`src/rtl/imuldiv_div_frontend.sv`:
```
// rtl/imuldiv_div_frontend.sv - divide/remainder front end between the muldiv issue stage and the iterative divider
// Handshake outputs decode from the registered state only; divide-by-zero can be resolved without the divider.
module imuldiv_div_frontend #(
  parameter int BYPASS_DIV0 = 1,
  parameter int CNT_W       = 16
) (
  input  logic             clk,
  input  logic             reset,
  input  logic [1:0]       muldivreq_msg_fn,
  input  logic [31:0]      muldivreq_msg_a,
  input  logic [31:0]      muldivreq_msg_b,
  input  logic             muldivreq_val,
  output logic             muldivreq_rdy,
  output logic             divreq_msg_fn,
  output logic [31:0]      divreq_msg_a,
  output logic [31:0]      divreq_msg_b,
  output logic             divreq_val,
  input  logic             divreq_rdy,
  input  logic [63:0]      divresp_msg_result,
  input  logic             divresp_val,
  output logic             divresp_rdy,
  output logic [31:0]      muldivresp_msg_result,
  output logic             muldivresp_val,
  input  logic             muldivresp_rdy,
  output logic [CNT_W-1:0] ops_done
);

  typedef enum logic [1:0] {IDLE, ISSUE, WAIT, RESP} state_t;

  state_t             state_q, state_d;
  logic [1:0]         fn_q, fn_d;
  logic [31:0]        a_q, a_d;
  logic [31:0]        b_q, b_d;
  logic [31:0]        result_q, result_d;
  logic [CNT_W-1:0]   ops_done_q, ops_done_d;

  always_comb begin
    state_d    = state_q;
    fn_d       = fn_q;
    a_d        = a_q;
    b_d        = b_q;
    result_d   = result_q;
    ops_done_d = ops_done_q;
    case (state_q)
      IDLE: begin
        if (muldivreq_val) begin
          fn_d = muldivreq_msg_fn;
          a_d  = muldivreq_msg_a;
          b_d  = muldivreq_msg_b;
          // fn[1] selects remainder: x/0 gives all ones, x%0 gives the dividend
          if ((BYPASS_DIV0 != 0) && (muldivreq_msg_b == 32'd0)) begin
            result_d = muldivreq_msg_fn[1] ? muldivreq_msg_a : 32'hFFFF_FFFF;
            state_d  = RESP;
          end else begin
            state_d = ISSUE;
          end
        end
      end
      ISSUE: begin
        if (divreq_rdy) state_d = WAIT;
      end
      WAIT: begin
        if (divresp_val) begin
          result_d = fn_q[1] ? divresp_msg_result[63:32] : divresp_msg_result[31:0];
          state_d  = RESP;
        end
      end
      RESP: begin
        if (muldivresp_rdy) begin
          ops_done_d = ops_done_q + CNT_W'(1);
          state_d    = IDLE;
        end
      end
      default: state_d = IDLE;
    endcase
  end

  always_ff @(posedge clk) begin
    if (reset) begin
      state_q    <= IDLE;
      fn_q       <= 2'd0;
      a_q        <= 32'd0;
      b_q        <= 32'd0;
      result_q   <= 32'd0;
      ops_done_q <= '0;
    end else begin
      state_q    <= state_d;
      fn_q       <= fn_d;
      a_q        <= a_d;
      b_q        <= b_d;
      result_q   <= result_d;
      ops_done_q <= ops_done_d;
    end
  end

  // Responses arriving in IDLE belong to a dropped operation and are drained.
  assign muldivreq_rdy         = (state_q == IDLE);
  assign divreq_val            = (state_q == ISSUE);
  assign divresp_rdy           = (state_q == WAIT) || (state_q == IDLE);
  assign muldivresp_val        = (state_q == RESP);
  assign divreq_msg_fn         = fn_q[0];
  assign divreq_msg_a          = a_q;
  assign divreq_msg_b          = b_q;
  assign muldivresp_msg_result = result_q;
  assign ops_done              = ops_done_q;

endmodule

```
`config.mk`:
```
export PLATFORM = sky130hd
export DESIGN_NAME = imuldiv_div_frontend
export DESIGN_NICKNAME = d
export VERILOG_FILES = /design/src/rtl/imuldiv_div_frontend.sv
export SDC_FILE = /design/constraint.sdc
export NUM_CORES = 1
export LEC_CHECK = 0
export BUFFER_PORTS_ARGS = -buffer_cell sky130_fd_sc_hd__buf_2
export CORE_MARGIN = 4
export CORE_UTILIZATION = 47
export DETAILED_ROUTE_END_ITERATION = 10
export GPL_TIMING_DRIVEN = 0
export HOLD_SLACK_MARGIN = 0.06
export PLACE_DENSITY = 0.9
export SLEW_MARGIN = 30
export SYNTH_ARGS = -nofsm -noshare
export SYNTH_HDL_FRONTEND = slang
export SYNTH_SLANG_ARGS = --single-unit
```
`constraint.sdc`:
```
create_clock -name clk -period 2.2 [get_ports clk]
set_clock_uncertainty 0.2 [all_clocks]
set_input_delay 0.22 -clock clk [delete_from_list [all_inputs] [get_ports clk]]
set_output_delay 0.22 -clock clk [all_outputs]
set_load 0.005 [all_outputs]
```
==> reports/results.ini, run 1 <==
[power]
p_leak_nw=3.66
ir_drop_mv=0.511
total_power_mw=7.60
power.density_nw_per_um2=923

[yosys]
yosysWarnings=0
synth_nets=791
synth_area_leaders=dfxtp_1, nand2_1, mux2i_1
netlist_instances=649
synth_area_um2=5300
synth_top_area_frac=0.439
seq_area_frac_synth=0.439
synth_area_per_cell_um2=8.16
yosys.area.top_type=dfxtp_1
ys_ff_latch=116
synth_cell_types=33

[worst_setup_path]
cp-end-kind=flip-flop
crit_type=in2reg
required_ns=2.32
r2r-end=ops_done[15]$_SDFFE_PP0P_
timing.rr.start=state_q[1]$_SDFFE_PP0P_
r2r_cells=5
arrival_ns=2.39
crit_fanout=6
r2r_setup_slack_ns=0.09
cp-start-kind=input pin

[timing]
slew_headroom=0.553
finalHoldViolCount=0
min_period_ns=2.26
finalSetupTns_ns=-1.06
timing.fmax_mhz=442
slew_violations=0
fin_ws_ns=-0.0628
setup_viol=31
fin_crit_sh=1.03
worstMarginPinSlew_ns=0.670

[finish]
area_growth_pct=55.5
final_cells=1144
final_nets=1133
drive_gt1_frac=0.324
insertedDiodeCount=0
final_area_um2=8230

[flow_run]
cap_violations=0

[floorplanning]
die_height_um=114
die-area_um2=13000
die_width_um=114
coreArea_um2=10900
start_util=0.484
rows=38
num_io_pins=253

[placement]
dp_cells=1041
gp_congestion=0.902
hpwlAfterDp_mm=13.4
place_area_um2=6730
preCtsSetupSlack_ns=-0.155
port_buffers=252

[detailed_routing]
maxUsedRoutingLayer=met4
m1WireLength_mm=7.57
ant_nets=0
met2WireLength_mm=10.4
dr_total_vias=6306
met3_length_mm=2.18
first_iter_violations=631
drt-total-wl_mm=20.9
drc=0
drtPass1Iterations=6
via_per_inst=5.51
routedWlPerCell_um=18.2

[clocking]
clk_latency_ns=0.40
clock-sinks=116
h-tree-depth=4
path_clk_slew_ns=0.06
clock_path_buffers=2
cts_made_buffers=17
root_buffer=clkbuf_16
tritoncts=yes

[global_routing]
grt_usage=0.300
grt_pass1_vias=6239
grt_overflow_total=0
grt_max_degree=17
grt_pass1_wl_mm=31.1
antenna_found_initial=0

[run_status]
status=complete, but fails checks
violations=negative setup slack

[worst_hold_path]
hold_class=in2reg
whs_path_depth=5
worstHoldEndpoint=muldivresp_msg_result[25]$_SDFFE_PP0P_
hp-start=divresp_msg_result[25]

==> worst max-delay path, cell delays in order <==
cell,delay [ns]
dlygate4sd3_1,0.55
buf_2,0.13
nor4_1,0.35
nand4_1,0.14
buf_4,0.18
o31ai_4,0.27
buf_12,0.18
buf_12,0.13
mux2i_2,0.21
==> report_power, final <==
| part | internal, mW | switching [mW] |
|---|---|---|
| Sequential | 2.40 | 0.176 |
| Combinational | 0.909 | 1.22 |
| Clock | 1.89 | 1.00 |
| Total | 5.20 | 2.40 |
==> placed cells by master (no fill, tap or decap), drive strengths merged, types with 10 or more instances in the layout <==
cell type      n
nor2          11
nor3b         32
a21oi        102
clkbuf        54
xor2          10
dlygate4sd3   66
nand2        206
buf          267
mux2i         64
dfxtp        116
==> sequential cells by signal (all words and copies together), names as in the netlist <==
register,flops
divreq_msg_a,32
divreq_msg_b,32
fn_q,2
muldivresp_msg_result,32
ops_done,16
state_q,2
==> routing by layer <==
layer | vias to the layer above | track usage
li1 | 2892 | -
met1 | 2913 | 0.335
met2 | 427 | 0.526
met3 | 74 | 0.0877
met4 | 0 | 0.139
met5 | - | 0
==> worst max-delay path by stage <==
stage	startpoint	to
after floorplan	state_q[0]$_SDFFE_PP0P_	muldivresp_msg_result[24]$_SDFFE_PP0P_
after global placement	state_q[0]$_SDFFE_PP0P_	divreq_msg_a[25]$_SDFFE_PP0P_
after detailed placement	state_q[0]$_SDFFE_PP0P_	divreq_msg_b[1]$_SDFFE_PP0P_
after CTS	state_q[1]$_SDFFE_PP0P_	ops_done[15]$_SDFFE_PP0P_
after global routing	muldivreq_msg_b[10]	muldivresp_msg_result[13]$_SDFFE_PP0P_
final	muldivreq_msg_b[10]	muldivresp_msg_result[1]$_SDFFE_PP0P_
==> final cells by class <==
class	instances	area, um2
clock buffers	18	429
multi-input cells	480	2810
well taps	140	175
inverters	6	22.5
repair buffers	324	2020
plain buffers	46	262
clock inverters	14	186
fillers	775	2700
flip-flops and latches	116	2330
==> logic make-up (layout without fill, tap and decap cells) <==
group	Yosys count	after routing	share of synthesized area
xor+xnor	10	10	0.0165
mux	64	64	0.121
fa+ha+maj	6	6	0.0142
buf+inv	53	408	0.0447
simple gates	285	285	0.247
compound gates	115	115	0.118
flops	116	116	0.439
==> cells in the mapped netlist <==
master and n:
or3_1 3, nor3_1 1, buf_8 3, buf_2 3, nand2b_1 3, o41ai_1 2, nand3b_1 1, nor4_1 4
or2_2 3, o311ai_0 2, and2_1 2, buf_1 5, ha_1 6, o2111a_1 1, clkbuf_1 36, xor2_1 10
o21ai_0 4, inv_1 6, a311oi_1 1, dfxtp_1 116, nor4_2 4, a21oi_1 102, and3_1 1, nor3b_1 32
mux2i_1 64, o211ai_1 1, nand3_1 4, o31ai_4 1, nor2_1 11, o221a_2 1, and4_1 3, nand2_1 206
nand4_1 7
==> through the flow <==
stage | utilization | hold slack (ns)
global placement | 0.616 | 0.238
detailed placement | 0.616 | 0.245
floorplan | - | 0.156
global route | 0.753 | 0.102
CTS | 0.740 | 0.0638
finish | 0.753 | 0.0774
==> repair_timing <==
| action | CTS | global route |
|---|---|---|
| hold endpoints to repair | 71 | 0 |
| hold buffers | 67 | 0 |
| gates cloned | 0 | 2 |
| setup buffers | 2 | 2 |
| resized for setup | 14 | 36 |
| setup endpoints to repair | 69 | 78 |
| pin swaps | 1 | 4 |
No activity file was read; power rests on OpenSTA's default activity.
==> inputs of run 2 (changes only) <==
--- a/config.mk
+++ b/config.mk
@@ -5,8 +5,8 @@
 export SDC_FILE = /design/constraint.sdc
 export NUM_CORES = 1
 export LEC_CHECK = 0
-export BUFFER_PORTS_ARGS = -buffer_cell sky130_fd_sc_hd__buf_2
-export CORE_MARGIN = 4
+export BUFFER_PORTS_ARGS = -buffer_cell sky130_fd_sc_hd__buf_4
+export CORE_MARGIN = 5
 export CORE_UTILIZATION = 47
 export DETAILED_ROUTE_END_ITERATION = 10
 export GPL_TIMING_DRIVEN = 0
==> run 2 against run 1 <==
The flow now finishes without violations. Utilization up 5.0 points. Worst setup slack improved by 0.14 ns. Register-to-register slack better by 0.02 ns. Non-clock buffer count is 1 lower. Worst hold slack worse by 0.00088 ns. First-iteration DRC count decreased by 17%. Total power is 4.6% higher. Combinational power increased by 13%. Fmax rose by 6.8%. Sequential cell count did not move. Die area grew 3.5%. Critical endpoint is now divresp_rdy.
==> reports/results.ini, run 2 (synthesized netlist as in run 1, its figures left out) <==
[worst_hold_path]
hold_class=in2reg

[global_routing]
met2_usage=0.540  ; +0.0135
antenna_found_initial=0  ; unchanged
grt_pass1_vias=6259  ; +0.32%
grt_use_met3=0.0964  ; +0.00864
grt_pass1_wl_mm=32.1  ; +3.3%
grt_max_degree=17  ; unchanged
grt-busiest-layer=met2
use_met1=0.328  ; -0.00617
grt_usage=0.306  ; +0.00615
grt_overflow_total=0  ; unchanged

[clocking]
clk_latency_ns=0.41  ; about the same
path_clk_slew_ns=0.05  ; about the same
h-tree-depth=4  ; unchanged
cts_made_buffers=17  ; unchanged
tritoncts=yes
root_buffer=clkbuf_16
clock-sinks=116  ; unchanged
clock_path_buffers=2  ; unchanged

[timing]
rsz0062_at_grt=true
timing.fmax_mhz=472  ; +6.8%
worstMarginPinSlew_ns=0.677  ; +0.00743 ns
setup_viol=0  ; -100%
finalHoldViolCount=0  ; unchanged
fin_crit_sh=0.963  ; -0.0655
min_period_ns=2.12  ; -0.144 ns
slew_violations=0  ; unchanged
slew_headroom=0.548  ; -0.00495
fin_ws_ns=0.0812  ; +0.144 ns

[worst_setup_path]
cp-start-kind=flip-flop
crit_type=reg2out
crit_fanout=10  ; +4
arrival_ns=1.70  ; -0.69 ns
required_ns=1.78  ; -0.54 ns
cp-end-kind=output port

[finish]
fillers=673  ; -13%
drive_gt1_frac=0.315  ; -0.00865
final_util=0.803  ; +0.0505
insertedDiodeCount=0  ; unchanged
layout_commonest_cell=buf_4
most-common-layout-cells=buf_4, nand2_1, dfxtp_1, a21oi_1, dlygate4sd3_1
area_growth_pct=65.9
final_nets=1132  ; -0.088%

[detailed_routing]
via_per_inst=5.49  ; -0.47%
ant_nets=0  ; unchanged
drtPass1Iterations=5  ; -1
routedWlPerCell_um=18.8  ; +3.2%
drt-total-wl_mm=21.5  ; +3.1%
dr_total_vias=6271  ; -0.56%
first_iter_violations=525  ; -17%
drc=0  ; unchanged

[run_status]
status=completed

[power]
p_leak_nw=3.77  ; +2.9%
ir_drop_mv=0.660  ; +29%
power.density_nw_per_um2=905  ; -1.9%
total_power_mw=7.95  ; +4.6%

[floorplanning]
die-area_um2=13500  ; +3.5%
rows=38  ; unchanged
die_width_um=116  ; +1.8%
coreArea_um2=10900  ; unchanged
num_io_pins=253  ; unchanged
start_util=0.484  ; unchanged
die_height_um=116  ; +1.8%

[placement]
gp_congestion=0.887  ; -1.6%
port_buffers=252  ; unchanged
preCtsSetupSlack_ns=-0.196  ; -0.0414 ns
hpwlAfterDp_mm=14.0  ; +4.4%

[flow_run]
cap_violations=0  ; unchanged

## run 2: cell count changes in the layout (fill, tap and decap cells not counted), moves of 2 or more
cell / change
buf_2: -254
buf_4: +251
buf_12: -3
buf_8: +3
clkbuf_8: +3
clkinvlp_4: -3
mux2i_1: +3
nor4_1: +3
clkbuf_2: +2
clkbuf_4: +2
mux2i_2: -2
nor4_4: -2
## run 2: area by class of cell
cell class | count | area (um2) | area share
Multi-Input combinational cell | 480 | 2750 | 0.314
Timing Repair Buffer | 322 | 2600 | 0.296
Sequential cell | 116 | 2330 | 0.265
Clock buffer | 23 | 478 | 0.0544
Buffer | 47 | 278 | 0.0316
Tap cell | 140 | 175 | 0.0199
Clock inverter | 9 | 150 | 0.0171
Inverter | 6 | 25.0 | 0.00285
## run 2: metrics by stage
| stage | cell area (um2) | hold slack [ns] | TNS (ns) | instances |
|---|---|---|---|---|
| global route | 8780 | 0.0889 | -0.0157 | 1143 |
| CTS | 8720 | 0.0649 | 0 | 1140 |
| floorplan | 5300 | 0.156 | 0 | 649 |
| global placement | 7360 | 0.242 | -2.69 | 1041 |
| detailed placement | 7360 | 0.247 | -5.93 | 1041 |
| finish | 8780 | 0.0765 | 0 | 1143 |
## run 2: routing by layer
metal  vias to the layer above  routed length [um]
met4                         0                 990
met2                       343               10800
met3                        86                2050
met1                      2955                7690
met5                         -                   0
li1                       2887                   -
## run 2: critical path: stages, from the launching register on
cell       delay (ns)
dfxtp_4          0.37
inv_4            0.05
ha_4             0.17
clkbuf_16        0.16
clkbuf_16        0.16
or2_4            0.24
buf_4            0.14
## run 2: worst paths after layout
| path | end | slack [ns] | cells after the start | startpoint |
|---|---|---|---|---|
| worst min-delay path | muldivresp_msg_result[25]$_SDFFE_PP0P_ | 0.08 | 5 | divresp_msg_result[25] |
| worst max register to register | ops_done[12]$_SDFFE_PP0P_ | 0.11 | 6 | state_q[0]$_SDFFE_PP0P_ |
| worst min register to register | divreq_msg_b[17]$_SDFFE_PP0P_ | 0.25 | 2 | divreq_msg_b[17]$_SDFFE_PP0P_ |
| worst max-delay path | divresp_rdy | 0.08 | 6 | state_q[0]$_SDFFE_PP0P_ |
## run 2: power breakdown
group          total, mW  internal [mW]  leakage (nW)  switching [mW]
Combinational       2.40           1.14          2.52            1.25
Sequential          2.58           2.40         0.945           0.181
Clock               2.97           1.98         0.303           0.988
Total               7.95           5.53          3.77            2.42
## run 2: repair_timing
action,4_1_cts,5_1_grt
setup buffers,0,3
endpoints found under the setup margin,51,72
endpoints found under the hold margin,75,0
pin swaps,0,3
hold buffers,67,0
resized for setup,16,24
==> inputs of run 3 (changes only) <==
--- a/config.mk
+++ b/config.mk
@@ -7,11 +7,12 @@
 export LEC_CHECK = 0
 export BUFFER_PORTS_ARGS = -buffer_cell sky130_fd_sc_hd__buf_4
 export CORE_MARGIN = 5
-export CORE_UTILIZATION = 47
+export CORE_UTILIZATION = 48
+export CTS_BUF_LIST = sky130_fd_sc_hd__clkbuf_8
 export DETAILED_ROUTE_END_ITERATION = 10
 export GPL_TIMING_DRIVEN = 0
 export HOLD_SLACK_MARGIN = 0.06
-export PLACE_DENSITY = 0.9
+export PLACE_DENSITY_LB_ADDON = 0.05
 export SLEW_MARGIN = 30
 export SYNTH_ARGS = -nofsm -noshare
 export SYNTH_HDL_FRONTEND = slang
==> run 3 against run 2 <==
First-iteration DRC count fell by 38%. Clock power fell by 30%. Worst hold slack got worse by 0.0054 ns. Critical endpoint is now ops_done[15]$_SDFFE_PP0P_. Largest cell class unchanged.
==> reports/results.ini, run 3 (synthesized netlist as in run 1, its figures left out) <==
[detailed_routing]
drt-total-wl_mm=19.2  ; -11%
ant_nets=0  ; unchanged
routedWlPerCell_um=16.6  ; -12%
via_per_inst=5.23  ; -4.8%
drc=0  ; unchanged
drtPass1Iterations=6  ; +1
dr_total_vias=6030  ; -3.8%
first_iter_violations=324  ; -38%

[flow_run]
cap_violations=0  ; unchanged

[finish]
insertedDiodeCount=0  ; unchanged
layout_commonest_cell=buf_4
fillers=772  ; +15%
most-common-layout-cells=buf_4, nand2_1, dfxtp_1, a21oi_1, dlygate4sd3_1
area_growth_pct=63.7
final_area_um2=8670  ; -1.3%
final_nets=1143  ; +0.97%
drive_gt1_frac=0.310  ; -0.00539
final_cells=1154  ; +0.96%

[worst_setup_path]
r2r-end=ops_done[15]$_SDFFE_PP0P_
crit_type=reg2reg
arrival_ns=2.22  ; +0.52 ns
cp-end-kind=flip-flop
required_ns=2.30  ; +0.52 ns
r2r_setup_slack_ns=0.09  ; -0.02 ns
crit_fanout=7  ; -3
r2r_cells=5  ; -1
timing.rr.start=state_q[1]$_SDFFE_PP0P_
cp-start-kind=flip-flop

[timing]
slew_headroom=0.631  ; +0.0823
fin_ws_ns=0.0869  ; +0.00563 ns
fin_crit_sh=0.961  ; -0.00256
worstMarginPinSlew_ns=0.554  ; -0.123 ns
hold_ws_ns=0.0711  ; -0.00541 ns
rsz0062_at_grt=false
min_period_ns=2.11  ; -0.00563 ns
finalHoldViolCount=0  ; unchanged
timing.fmax_mhz=473  ; +0.27%
slew_violations=0  ; unchanged
setup_viol=0  ; unchanged

[placement]
dp_cells=1041  ; unchanged
preCtsSetupSlack_ns=-0.198  ; -0.00219 ns
place_area_um2=7360  ; unchanged
hpwlAfterDp_mm=13.6  ; -2.8%
gp_congestion=0.850  ; -4.2%
port_buffers=252  ; unchanged

[global_routing]
grt_pass1_vias=6143  ; -1.9%
grt_usage=0.284  ; -0.0226
grt_overflow_total=0  ; unchanged
grt_pass1_wl_mm=29.8  ; -7.1%
grt_max_degree=17  ; unchanged
antenna_found_initial=0  ; unchanged

[floorplanning]
die_width_um=115  ; -0.96%
rows=38  ; unchanged
coreArea_um2=10800  ; -0.87%
die_height_um=115  ; -0.96%
die-area_um2=13200  ; -1.9%
num_io_pins=253  ; unchanged
start_util=0.488  ; +0.00425

[power]
p_leak_nw=3.71  ; -1.6%
power.density_nw_per_um2=801  ; -11%
ir_drop_mv=0.513  ; -22%

[worst_hold_path]
whs_path_depth=5  ; unchanged
worstHoldEndpoint=muldivresp_msg_result[26]$_SDFFE_PP0P_
hp-start=divresp_msg_result[26]
hold_class=in2reg

[run_status]
status=completed

[clocking]
cts_made_buffers=17  ; unchanged
path_clk_slew_ns=0.06  ; about the same
tritoncts=yes
root_buffer=clkbuf_8
h-tree-depth=4  ; unchanged
clock_path_buffers=2  ; unchanged
clk_latency_ns=0.43  ; +0.02 ns
clock-sinks=116  ; unchanged

==> run 3: cell count changes in the layout (fill, tap and decap cells not counted), sizes merged <==
cell	change
buf	-1
bufinv	-1
clkbuf	-5
clkinv	+1
dlygate4sd3	+15
inv	+2
==> run 3: metal layers <==
layer | GRT usage | up-vias | wire length, um
met5 | 0 | - | 0
li1 | - | 2903 | -
met2 | 0.512 | 269 | 9790
met3 | 0.0900 | 50 | 1610
met4 | 0.115 | 0 | 620
met1 | 0.307 | 2808 | 7160
==> run 3: layout make-up <==
class,count,area [um2],share of cell area
inverter,6,22.5,0.00260
clock buffer,21,289,0.0333
clock inverter,11,133,0.0153
multi-input combinational,480,2770,0.319
tap,140,175,0.0202
sequential,116,2320,0.268
timing repair buffer,336,2740,0.316
buffer,44,220,0.0254
==> run 3: per-stage QoR <==
| stage | TNS [ns] | util | power [mW] |
|---|---|---|---|
| 3_5_place_dp | -5.79 | 0.679 | 4.69 |
| 2_1_floorplan | 0 | - | 3.65 |
| 4_1_cts | -0.0204 | 0.798 | 6.93 |
| 3_3_place_gp | -1.00 | 0.679 | 4.61 |
| 5_1_grt | 0 | 0.800 | 7.33 |
| 6_report | 0 | 0.800 | 6.95 |
==> run 3: repair_timing <==
action                                  in CTS  in global routing
hold buffers                                82                  0
endpoints found under the setup margin      60                 88
setup buffers                                1                  1
hold endpoints to repair                    96                  0
gates resized for setup                     13                 11
pin swaps                                    0                  1
==> run 3: worst max-delay path, stage by stage, from the launching register on <==
cell	delay (ns)
dfxtp_1	0.42
ha_2	0.29
and4_2	0.31
nand4_1	0.25
o311ai_1	0.38
o41ai_1	0.13
==> run 3: report_power, final <==
group / leakage (nW) / internal [mW] / switching, mW
registers: 0.945 / 2.40 / 0.174
clock network: 0.220 / 1.22 / 0.867
logic: 2.54 / 1.11 / 1.18
==> run 3: worst max-delay path by stage <==
stage                                        from                                endpoint  slack, ns  cells past startpoint
after global placement    state_q[0]$_SDFFE_PP0P_           divreq_msg_a[28]$_SDFFE_PP0P_       -0.1                      7
after detailed placement  state_q[0]$_SDFFE_PP0P_           divreq_msg_a[26]$_SDFFE_PP0P_      -0.20                      7
after global routing      state_q[1]$_SDFFE_PP0P_           divreq_msg_b[27]$_SDFFE_PP0P_       0.02                      7
after floorplan           state_q[0]$_SDFFE_PP0P_  muldivresp_msg_result[24]$_SDFFE_PP0P_       0.32                      7
after CTS                 state_q[0]$_SDFFE_PP0P_               ops_done[15]$_SDFFE_PP0P_      -0.01                      6
final                     state_q[1]$_SDFFE_PP0P_               ops_done[15]$_SDFFE_PP0P_       0.09                      5
